===== src/rtl/reg_share_arb.sv =====
// Round-robin arbiter that lets four requesters take turns writing one shared register.
// A granted write always completes; the winner then parks in HOLD until it lowers its request.
module reg_share_arb #(
    parameter int WIDTH = 8,
    parameter int NREQ  = 4
) (
    input  logic                  clk,
    input  logic                  rstn,
    input  logic [NREQ-1:0]       req,
    input  logic [NREQ*WIDTH-1:0] wdata,
    output logic [NREQ-1:0]       gnt,
    output logic [WIDTH-1:0]      q,
    output logic [1:0]            owner,
    output logic                  busy,
    output logic                  wr_done,
    output logic [7:0]            wr_count,
    output logic [1:0]            state_dbg
);

    typedef enum logic [1:0] {
        IDLE  = 2'd0,
        GRANT = 2'd1,
        HOLD  = 2'd2
    } state_t;

    state_t state_q, state_d;

    logic [1:0]       winner;
    logic [1:0]       cand;
    logic             found;
    logic [NREQ-1:0]  gnt_d;
    logic [1:0]       owner_d;
    logic [WIDTH-1:0] q_d;
    logic             wr_done_d;
    logic             busy_d;
    logic [7:0]       wr_count_d;

    assign state_dbg = state_q;

    // Search starts one past the previous owner and wraps back to it last.
    always_comb begin
        winner = owner;
        cand   = '0;
        found  = 1'b0;
        for (int k = 1; k <= 4; k++) begin
            cand = owner + k[1:0];
            if (!found && req[cand]) begin
                winner = cand;
                found  = 1'b1;
            end
        end
    end

    always_ff @(posedge clk or negedge rstn) begin
        if (!rstn) begin
            state_q <= IDLE;
        end else begin
            state_q <= state_d;
        end
    end

    // Handshake: req[i] is a level held by requester i; gnt[i] is high for the single
    // cycle before its wdata slice is written, and the slot is freed only once req[i] drops.
    always_comb begin
        state_d = state_q;
        case (state_q)
            IDLE:    if (|req) state_d = GRANT;
            GRANT:   state_d = HOLD;
            HOLD:    if (!req[owner]) state_d = IDLE;
            default: state_d = IDLE;
        endcase
    end

    always_comb begin
        gnt_d      = '0;
        owner_d    = owner;
        q_d        = q;
        wr_done_d  = 1'b0;
        wr_count_d = wr_count;
        busy_d     = (state_d != IDLE);
        case (state_q)
            IDLE: begin
                if (|req) begin
                    owner_d        = winner;
                    gnt_d[winner]  = 1'b1;
                end
            end
            GRANT: begin
                q_d        = wdata[int'(owner)*WIDTH +: WIDTH];
                wr_count_d = wr_count + 8'd1;
                wr_done_d  = 1'b1;
            end
            default: ;
        endcase
    end

    // Owner resets to 3 so requester 0 is first in line after reset.
    always_ff @(posedge clk or negedge rstn) begin
        if (!rstn) begin
            gnt      <= '0;
            owner    <= 2'd3;
            q        <= '0;
            wr_done  <= 1'b0;
            busy     <= 1'b0;
            wr_count <= 8'd0;
        end else begin
            gnt      <= gnt_d;
            owner    <= owner_d;
            q        <= q_d;
            wr_done  <= wr_done_d;
            busy     <= busy_d;
            wr_count <= wr_count_d;
        end
    end

endmodule


===== config.mk =====
export PLATFORM = sky130hd
export DESIGN_NAME = reg_share_arb
export DESIGN_NICKNAME = d
export VERILOG_FILES = /design/src/rtl/reg_share_arb.sv
export SDC_FILE = /design/constraint.sdc
export NUM_CORES = 1
export LEC_CHECK = 0
export BUFFER_PORTS_ARGS = -buffer_cell sky130_fd_sc_hd__buf_4
export CORE_UTILIZATION = 49
export CTS_CLUSTER_SIZE = 25
export DETAILED_ROUTE_END_ITERATION = 8
export PLACE_DENSITY = 0.84
export RECOVER_POWER = 25
export SLEW_MARGIN = 10
export SYNTH_ARGS = -nofsm -noshare
export SYNTH_HDL_FRONTEND = slang
export SYNTH_SLANG_ARGS = --single-unit
export TNS_END_PERCENT = 10

===== constraint.sdc =====
create_clock -name clk -period 5.2 [get_ports clk]
set_input_delay 0.26 -clock clk [delete_from_list [all_inputs] [get_ports clk]]
set_output_delay 0.26 -clock clk [all_outputs]
set_load 0.005 [all_outputs]

# Yosys cells after proc, flatten, opt, wreduce, memory -nomap -nowiden
# Index checks and enable logic that the tools add are counted.
# word_totals
rom_bits	0
mem_bits_rw	0
in_bits	38
regBits	26
wordCells	54
n_memories	0
latch_bits	0
# classes
n_mux	23
n_lt_le_gt_ge	6
mul	0
shifts	1
n_reduce_logical	11
div	0
n_eq_ne	2
n_bitwise	0
addsub	4
# op_table
operator	n
32-bit by 6-bit variable part select with 8-bit output	1
2-bit by 3-bit less-than comparator with 1-bit output, second input constant	5
2-bit two-way mux	6
1-bit two-way mux	9
8-bit by 1-bit adder with 8-bit output, second input constant	1
1-bit binary-select mux with 2-bit select	4
4-bit two-way mux	2
2-bit one-hot mux with 3 select lines	1
2-bit adder, second input constant	2
1-bit logical AND	4
4-bit OR reduction	1
1-bit zero test	3
2-bit by 1-bit adder with 2-bit output, second input constant	1
1-bit demux with 2-bit select	1
2-bit by 1-bit == test with 1-bit output, second input constant	1
2-bit == test, second input constant	1
2-bit by 1-bit greater-or-equal comparator with 1-bit output, second input constant	1
2-bit zero test	1
2-bit AND reduction	1
2-bit nonzero test	1

# Logic depth before layout (Yosys ltp)
# Gate-level depths: netlist of run 1.
# logic_depth
word_depth	19
mapped_depth	7
mapped_depth_nobuf	5

# Worst setup path before layout of run 1
# OpenSTA, ideal clock, no wires.
# synth_path
kind	flip-flop to flip-flop
from	reg owner[0]
to	reg q[0]
setup_ps	125
arrival_ps	1523
required_time_ps	5075
synth_period_minus_slack_ps	1648
path_slack_ps	3552
stages_incl_launch_ff	5
cell_sequence	dfstp_2 > buf_6 > buf_8 > mux4_2 > mux2_4
# synth_between
elab_chain_len	1
# synth_rtl
item	line	text
start: declaration	13	output logic [1:0] owner,
start signal: assignment	108	owner <= owner_d;
32-bit by 6-bit variable part select with 8-bit output	89	q_d = wdata[int'(owner)*WIDTH +: WIDTH];
end signal: assignment	109	q <= q_d;
end: declaration	12	output logic [WIDTH-1:0] q,
# No other way between the ends.
# A chain may end at the register's enable or synchronous reset.

# Worst setup path in the final report of run 1
# layout_path
from	reg owner[0]
to	reg owner[0]
# layout_between
elab_chain_len	13
elab_cells_between_ends	24
classes_between	add/sub (3); mux (15); reduce/logical (6)
# layout_rtl
item	line	text
2-bit by 1-bit adder with 2-bit output	46	cand = owner + k[1:0];
1-bit binary-select mux with 2-bit select	47	if (!found && req[cand]) begin
1-bit two-way mux (not written as such)	47	
1-bit two-way mux	47	
1-bit zero test	47	
1-bit logical AND	47	
1-bit two-way mux	47	
1-bit zero test	47	
1-bit logical AND	47	
1-bit two-way mux	47	
1-bit zero test	47	
1-bit logical AND	47	
2-bit two-way mux *	47	
# Mark *: on every way between the ends. The rest lies on a longest branch, timed or not. The select of a mux whose other input is x is not followed.

==> results.yml, run 1 <==
status:
  outcome: "completed"
critical_path:
  crit_family: "flip-flops"
  slowest_stage: "dfstp_2"
  crit_arrival_ns: 2.08
  worstPathMaxFanout: 17
  crit_chain: "inv_1, nor2_1, a21oi_1, o221ai_1, mux2_2"
  path_class: "reg -> reg"
  critPathCaptureType: "flop"
  slowest_delay_ns: 0.82
  worst-path-buf-inv: 1
  required_ns: 5.48
  cp-start-kind: "flop"
yosys:
  syn_nets: 141
  synth_top_family_by_area: "multiplexers"
  yosysWarnings: 0
  yosysTopAreaCell: "dfrtp_1"
  netlist_area_um2: 1373
  synth_mux_area_frac: 0.2498
  syn_area_per_cell_um2: 13.46
  synth_compound_gate_area_share: 0.04376
  synthSimpleGateAreaFrac: 0.1322
  synthXorXnorAreaFrac: 0.04467
  synth_cells: 102
  synthAdderAreaFrac: 0.009116
  yosysTopAreaCellShare: 0.4376
  ys_types: 36
  synth_area_leaders: "dfrtp_1, mux4_2, mux2_4, mux2_2, dfstp_2"
  synth_seq_area_share: 0.4758
  synth-seq-cells: 26
route:
  dr.pass1.iters: 4
  drc: 0
  drtIter0Drc: 10
  wl_per_cell_um: 15.15
  viasPerCell: 5.477
  vias: 1068
  ant_nets: 0
  wl_um: 2954
die:
  initial_utilization: 0.5346
  die-area_um2: 3017
  fp.coreArea_um2: 2567
  ios: 64
  die_w_um: 54.93
  die-height_um: 54.93
  rows: 18
cts:
  clkSinkCount: 26
  clk_latency_ns: 0.33
  cts_tree: "done"
  cts_root_buffer: "clkbuf_4"
  ctsResizeCount: 0
  cts_buffers: 3
  clk_path_buf_depth: 2
  clk_pin_slew_ns: 0.14
  cts_setup_buffers: 0
  htree_num_levels: 1
worst_hold_path:
  worstHoldPathType: "in -> reg"
timing:
  slew_headroom: 0.1047
  fin_crit_ns: 1.798
  skew_ns: 0.001672
  fin_tns_setup_ns: 0
  setup_violations: 0
  drv_slew: 0
  max_freq_mhz: 556.1
  rsz0062_at_grt: "false"
  finalHoldViolations: 0
  worst_pin_slew_ns: 1.343
  hold_ws_ns: 0.3331
  period_share: 0.3458
grt:
  grt_first_pass_wirelength_um: 4416
  grt_max_degree: 27
  antenna_found_initial: 0
  grt_pass1_vias: 996
  gr-total-overflow: 0
  grt_util_all_layers: 0.2186
placement:
  dpl.hpwl_um: 2256
  post-place-cells: 190
  gp_congestion: 0.8068
  portBuffers: 63
power:
  power_density_nw_per_um2: 529.4
  leakage_nw: 0.8983
  irDropWorstVdd_mv: 0.3734
layout:
  final_common_cell: "buf_4"
  drive_gt1_frac: 0.5515
  areaGrowthSynthToFinish_pct: 36.65
  insertedDiodeCount: 0
  nFillCells: 198
  final_cells: 195
  fin_nets: 205
  layout_common_cells: "buf_4, dfrtp_1, mux4_2, nand2_1, nor2_1"
job:
  cap_violations: 0
==> registers in the layout, summed over array words and instances (netlist names) <==
register	flops
wr_count	8
owner	2
wr_done	1
state_dbg	2
gnt	4
busy	1
q	8
==> metrics by stage <==
| stage | total power, mW | instance area [um^2] | setup slack [ns] | utilization |
|---|---|---|---|---|
| 2_1_floorplan | 0.7163 | 1373 | 3.552 | - |
| 4_1_cts | 1.005 | 1879 | 3.377 | 0.7320 |
| 6_report | 0.9930 | 1876 | 3.402 | 0.7305 |
| 5_1_grt | 1.061 | 1876 | 3.241 | 0.7305 |
| 3_5_place_dp | 0.8999 | 1833 | 3.407 | 0.7139 |
| 3_3_place_gp | 0.8782 | 1833 | 3.484 | 0.7139 |
==> power by group <==
| group | internal [mW] | switching [mW] | leakage [nW] |
|---|---|---|---|
| Clock | 0.0429 | 0.0602 | 0.0210 |
| Sequential | 0.300 | 0.112 | 0.320 |
| Combinational | 0.320 | 0.158 | 0.558 |
| Total | 0.663 | 0.330 | 0.898 |
==> kinds of logic after synthesis <==
family,Yosys count
buf+inv,7
compound gates,9
fa+ha+maj,1
xor+xnor,7
simple gates,31
mux,21
flops,26
==> layout make-up <==
| type | instances | area (um^2) | area share |
|---|---|---|---|
| multi-input combinational | 69 | 658.1 | 0.3509 |
| sequential | 26 | 653.1 | 0.3482 |
| timing repair buffer | 65 | 486.7 | 0.2595 |
| tap | 30 | 37.54 | 0.02001 |
| clock buffer | 4 | 36.28 | 0.01935 |
| inverter | 1 | 3.754 | 0.002001 |
==> path summary, 6_finish.rpt <==
check	startpoint	endpoint	slack (ns)	cells past startpoint
min in group asynchronous	rstn	wr_count[3]	0.76	2
max in group asynchronous	rstn	gnt[1]	3.67	2
setup / recovery	owner[0]	owner[0]	3.40	5
hold / removal	req[3]	gnt[2]	0.33	4
setup reg to reg	owner[0]	owner[0]	3.40	5
hold reg to reg	wr_count[7]	wr_count[7]	0.48	1
==> synthesized netlist by cell type <==
cell type and n:
a21o_1 1, clkbuf_8 1, mux2i_1 2, o221ai_1 1, or2b_1 1, mux2_4 5, nand2_1 7, or2_1 1
nor3b_1 1, mux2_2 5, nor2b_1 4, nor4_2 1, nor3_2 1, nand3_1 4, a31o_2 1, buf_2 1
nor2_1 6, nor3_4 1, ha_1 1, buf_4 1, and4_1 1, o211ai_1 1, buf_6 1, inv_1 1
mux4_2 8, dfstp_2 2, mux2_1 1, xor2_1 2, and3_1 2, buf_8 1, nand2b_1 1, a21oi_1 3
dfrtp_1 24, xnor2_1 5, a31oi_1 2, clkbuf_2 1
==> per-layer routing <==
metal | track usage | wire length [um]
met5 | 0 | 0
met4 | 0.1458 | 71
met3 | 0.03005 | 132
met2 | 0.3855 | 1572
met1 | 0.2430 | 1178
==> timing repair <==
item / CTS / global route
setup endpoints to repair: 0 / 0
endpoints found under the hold margin: 24 / 0
hold buffers: 1 / 0
==> worst reg2reg max path, delay by kind of cell (launching register included) <==
family                 cells  cell delay (ns)
AO/OA/AOI/OAI              2             0.39
multiplexers               1             0.23
AND/OR/NAND/NOR            1             0.16
flip-flops                 1             0.82
buffers and inverters      1             0.14
No activity file was read; power rests on OpenSTA's default activity.
==> run 2, diff against run 1 <==
Settings changed: CORE_UTILIZATION 49 to 41, PLACE_DENSITY 0.84 to 0.76.
Clock period 5.2 ns to 1.5 ns, I/O delays scaled along.
==> run 2 against run 1 <==
  * The run now ends with setup timing left
  * Core utilization shrank 9.1 points
  * Critical path depth down 2
  * Clock skew rose by 0.0014 ns
  * Cell area is 5.9% higher
  * Clock power grew to 2.9 times the previous value
  * Routed wire length increased by 2.3%
  * Global-route usage is 2.5 points lower
  * Non-clock buffer count increased by 9
  * Sequential share of layout area is 1.9 points lower
  * Via count shrank 0.19%
  * Sequential power grew to 3.1 times the previous value
  * Critical path type unchanged
  * Critical endpoint is now q[1]
  * Largest power group unchanged
==> results.yml, run 2 (synthesis results as in run 1) <==
die:
  fp.coreArea_um2: 3103
  initial_utilization: 0.4423
  die_w_um: 59.86
  die-area_um2: 3583
  die-height_um: 59.86
  ios: 64
  rows: 20
route:
  drtIter0Drc: 37
  wl_per_cell_um: 13.86
  dr.pass1.iters: 4
  wl_um: 3022
  vias: 1066
  viasPerCell: 4.890
  ant_nets: 0
  drc: 0
power:
  power_density_nw_per_um2: 1847
  irDropWorstVdd_mv: 0.8784
  leakage_nw: 0.9496
grt:
  grt_util_all_layers: 0.1934
  gr-total-overflow: 0
  grt_pass1_vias: 1089
  grt_max_degree: 27
  antenna_found_initial: 0
  grt_first_pass_wirelength_um: 4995
status:
  violations: "setup timing"
  outcome: "complete, but fails checks"
timing:
  slew_headroom: 0.5868
  drv_slew: 0
  skew_ns: 0.003057
  fin_crit_ns: 1.581
  finalHoldViolations: 0
  setup_violations: 9
  max_freq_mhz: 632.6
  setup_ws_ns: -0.08079
  period_share: 1.054
  rsz0062_at_grt: "true"
  worst_pin_slew_ns: 0.6199
placement:
  portBuffers: 63
  gp_congestion: 0.8021
  placed_area_um2: 1943
  dpl.hpwl_um: 2413
  pre_cts_ws_ns: -0.07164
job:
  cap_violations: 0
layout:
  final_common_cell: "buf_4"
  insertedDiodeCount: 0
  layout_common_cells: "buf_4, dfrtp_1, mux4_2, nand2_1"
  final_cell_area_um2: 1986
  largest_registers: "q: 8 flops, wr_count: 8 flops, gnt: 4 flops"
  drive_gt1_frac: 0.5920
  fin_nets: 214
  areaGrowthSynthToFinish_pct: 44.67
critical_path:
  cp-start-kind: "flop"
  critPathCaptureType: "flop"
  required_ns: 1.71
  crit_arrival_ns: 1.80
  path_class: "reg -> reg"
  worstPathMaxFanout: 8
cts:
  htree_num_levels: 1
  clk_path_buf_depth: 2
  clk_pin_slew_ns: 0.13
  clk_latency_ns: 0.31
  cts_tree: "done"
  cts_root_buffer: "clkbuf_4"
  clkSinkCount: 26
  cts_buffers: 3
worst_hold_path:
  worstHoldPathType: "in -> reg"
==> run 2: changes by cell type in the layout (fill, tap and decap cells not counted), sizes merged <==
cell	previous run	this run
buf	63	72
==> run 2: worst paths after layout <==
check | start | slack [ns] | cells past startpoint | endpoint
min | wdata[23] | 0.19 | 3 | q[7]
min in group asynchronous | rstn | 0.29 | 2 | q[1]
max in group asynchronous | rstn | 0.81 | 2 | wr_count[4]
max | owner[0] | -0.08 | 3 | q[1]
min reg2reg | wr_count[7] | 0.50 | 1 | wr_count[7]
max reg2reg | owner[0] | -0.08 | 3 | q[1]
==> run 2: per-stage QoR <==
step           hold slack [ns]  total power [mW]  setup TNS (ns)  utilization  std cells
6_report                0.1949             3.667         -0.5388       0.6399        218
5_1_grt                 0.1856             3.948          -1.349       0.6399        218
2_1_floorplan          -0.2206             2.483         -0.9040            -        102
3_5_place_dp         -0.001255             3.394         -0.4580       0.6262        213
3_3_place_gp         -0.007513             3.325         -0.3028       0.6262        213
4_1_cts                 0.1849             3.703         -0.6320       0.6387        218
==> run 2: routing by layer <==
metal,share of wire,track usage,vias up
li1,-,-,511
met1,0.41,0.2388,516
met2,0.53,0.3222,33
met3,0.037,0.02381,6
met4,0.023,0.1163,0
met5,0,0,-
==> run 2: layout make-up <==
| class | instances | area [um^2] |
|---|---|---|
| Timing Repair Buffer | 74 | 580.6 |
| Sequential cell | 26 | 653.1 |
| Inverter | 1 | 3.754 |
| Clock buffer | 4 | 26.28 |
| Tap cell | 44 | 55.05 |
| Multi-Input combinational cell | 69 | 666.9 |
| Fill cell | 275 | 1117 |
==> run 2: report_power, final <==
| group | leakage, nW | switching (mW) | internal, mW |
|---|---|---|---|
| clock network | 0.0150 | 0.191 | 0.104 |
| registers | 0.320 | 0.251 | 1.04 |
| logic | 0.615 | 0.742 | 1.34 |
| total | 0.950 | 1.18 | 2.48 |
==> run 2: repair_timing <==
item                                    4_1_cts  5_1_grt
endpoints found under the setup margin       11       17
gates resized for setup                       1        2
pin swaps                                     1        2
hold buffers                                  1        0
endpoints found under the hold margin        26        0
setup buffers                                 0        0
==> run 2: worst max-delay path, cell delays in order, from the launching register on <==
cell and delay, ns:
dfstp_2 0.58, buf_12 0.14, mux4_2 0.50, mux2_4 0.27
==> run 3, diff against run 2 <==
Settings changed: ABC_AREA set to 1, CORE_UTILIZATION 41 to 42, SETUP_SLACK_MARGIN set to 0.4.
==> run 3 against run 2 <==
  * The flow still finishes with violations (setup timing)
  * Routed wire length up 14%
  * Clock-buffer cell count unchanged
  * Maximum frequency up 2.1%
  * Power up 14%
  * Worst hold slack worse by 0.16 ns
  * Setup slack better by 0.032 ns
  * Cell area up 5.4%
  * Cell count up 32%
  * Clock skew down 0.0018 ns
  * Global-route usage up 0.25 points
  * Critical path type unchanged
  * Largest power group unchanged
==> results.yml, run 3 <==
status:
  outcome: "complete, but fails checks"
  violations: "setup timing"
placement:
  placed_area_um2: 2007
  gp_congestion: 0.8462
  post-place-cells: 283
  dpl.hpwl_um: 2764
  portBuffers: 63
route:
  drc: 0
  viasPerCell: 4.837
  dr.pass1.iters: 4
  wl_per_cell_um: 11.97
  ant_nets: 0
  drtIter0Drc: 51
  wl_um: 3446
  vias: 1393
critical_path:
  cp-start-kind: "flop"
  crit_arrival_ns: 1.80
  worstPathMaxFanout: 8
  startpoint: "owner[0]"
  timing.rr.end: "gnt[2]"
  r2r-start: "owner[0]"
  required_ns: 1.75
  path_class: "reg -> reg"
  rrSetupSlack_ns: -0.05
  critPathCapture: "gnt[2]"
  critPathCaptureType: "flop"
  worst-r2r-cell-count: 10
layout:
  layout_common_cells: "buf_4, nand2_1, dfrtp_1, nor2_1, nand2_4"
  drive_gt1_frac: 0.4467
  final_cells: 288
  areaGrowthSynthToFinish_pct: 44.97
  fin_nets: 284
  nFillCells: 300
  largest_registers: "q: 8 flops, wr_count: 8 flops, gnt: 4 flops"
  final_core_util: 0.6639
  final_cell_area_um2: 2093
  insertedDiodeCount: 0
  final_common_cell: "buf_4"
timing:
  setup_violations: 5
  fin_crit_ns: 1.549
  skew_ns: 0.001217
  hold_ws_ns: 0.03579
  period_share: 1.032
  slew_headroom: 0.5942
  worst_pin_slew_ns: 0.6087
  setup_ws_ns: -0.04859
  max_freq_mhz: 645.7
  drv_slew: 0
  finalHoldViolations: 0
  fin_tns_setup_ns: -0.1816
  rsz0062_at_grt: "true"
grt:
  gr-total-overflow: 0
  grt_util_all_layers: 0.1959
  grt_pass1_vias: 1250
  grt_first_pass_wirelength_um: 5423
  grt_max_degree: 27
  antenna_found_initial: 0
yosys:
  syn_area_per_cell_um2: 8.346
  yosysTopAreaCell: "dfrtp_1"
  synth_area_leaders: "dfrtp_1, nand2_1, nand2_2, nand2_4, a22oi_1"
  synthFlopType: "dfrtp_1"
  yosysTopAreaCellShare: 0.4159
  synth-seq-cells: 26
  syn_nets: 212
  synth_seq_area_share: 0.4523
  synthTopCellsByCount: "nand2_1, dfrtp_1, nor2_1"
  synth_edf_count: 0
  yosysMostFrequentCell: "nand2_1"
  netlist_area_um2: 1444
  async_flop_share: 1.000
  synth_cells: 173
  yosysWarnings: 0
  ys_types: 27
worst_hold_path:
  min-delay-start: "wdata[4]"
  worstHoldPathType: "in -> reg"
cts:
  cts_tree: "done"
  cts_buffers: 3
  htree_num_levels: 1
  clkSinkCount: 26
  cts_root_buffer: "clkbuf_4"
  clk_path_buf_depth: 2
  clk_latency_ns: 0.31
  clk_pin_slew_ns: 0.13
die:
  die-height_um: 60.63
  rows: 20
  die_w_um: 60.63
  fp.coreArea_um2: 3153
  initial_utilization: 0.4579
  die-area_um2: 3676
  ios: 64
power:
  irDropWorstVdd_mv: 0.8261
  power_density_nw_per_um2: 2004
  leakage_nw: 1.117
job:
  cap_violations: 0
[run 3: cell count changes after synthesis, sizes merged, moves of 3 or more]
| cell | previous run | this run |
|---|---|---|
| a21oi | 3 | 0 |
| a22oi | 0 | 8 |
| inv | 1 | 13 |
| mux2 | 11 | 0 |
| mux4 | 8 | 0 |
| nand2 | 7 | 74 |
| nand3 | 4 | 11 |
| nand4 | 0 | 4 |
| nor2 | 6 | 15 |
| nor2b | 4 | 0 |
| xnor2 | 5 | 2 |
| xor2 | 2 | 5 |
[run 3: logic make-up after synthesis]
| logic type | count (synthesis) | synth area share |
|---|---|---|
| buf+inv | 17 | 0.06411 |
| xor+xnor | 7 | 0.04246 |
| flops | 26 | 0.4523 |
| compound gates | 15 | 0.07626 |
| fa+ha+maj | 1 | 0.008664 |
| simple gates | 107 | 0.3562 |
[run 3: final cells by class]
cell class,count,area [um^2],share of cell area
clock buffer,4,36.28,0.01733
multi-input combinational,130,744.5,0.3556
sequential,26,654.4,0.3126
timing repair buffer,70,533.0,0.2546
inverter,14,70.07,0.03347
tap,44,55.05,0.02630
[run 3: report_power, final]
| part | total, mW | internal, mW | switching (mW) |
|---|---|---|---|
| Sequential | 1.27 | 1.01 | 0.256 |
| Clock | 0.348 | 0.148 | 0.199 |
| Combinational | 2.58 | 1.15 | 1.43 |
[run 3: worst min-delay path by stage]
stage              to  slack, ns  cells after the start
3_3_place_gp   gnt[2]     -0.001                      1
5_1_grt          q[0]       0.03                      3
2_1_floorplan    busy      -0.22                      0
4_1_cts          q[4]       0.03                      3
3_5_place_dp   gnt[2]     -0.003                      1
6_report         q[4]       0.04                      3
[run 3: metrics by stage]
| step | power, mW | setup WS [ns] |
|---|---|---|
| after detailed placement | 3.746 | -0.02315 |
| after CTS | 4.186 | -0.04401 |
| after floorplan | 2.851 | 0.08923 |
| after global routing | 4.564 | -0.2206 |
| after global placement | 3.702 | -0.02186 |
| final | 4.194 | -0.04859 |
[run 3: metal layers]
metal,GRT usage,part of all wire,up-vias
li1,-,-,706
met1,0.2736,0.46,647
met2,0.3281,0.50,36
met3,0.006397,0.028,4
met4,0.06818,0.012,0
met5,0,0,-
[run 3: critical path: stages (launching register included)]
cell	delay, ns
dfstp_2	0.69
nand2_1	0.13
nand2_4	0.10
nand2_4	0.06
nand2_4	0.08
inv_4	0.04
nand3_2	0.08
inv_2	0.04
nand2_1	0.07
nand2_1	0.07
nor2_1	0.12
[run 3: what timing repair did]
| item | in CTS | in global routing |
|---|---|---|
| endpoints found under the hold margin | 26 | 0 |
| setup endpoints to repair | 24 | 25 |
| hold buffers | 1 | 0 |
| pin swaps | 6 | 6 |
| cloned | 0 | 0 |
| buffers inserted | 0 | 0 |
| gates resized for setup | 9 | 5 |
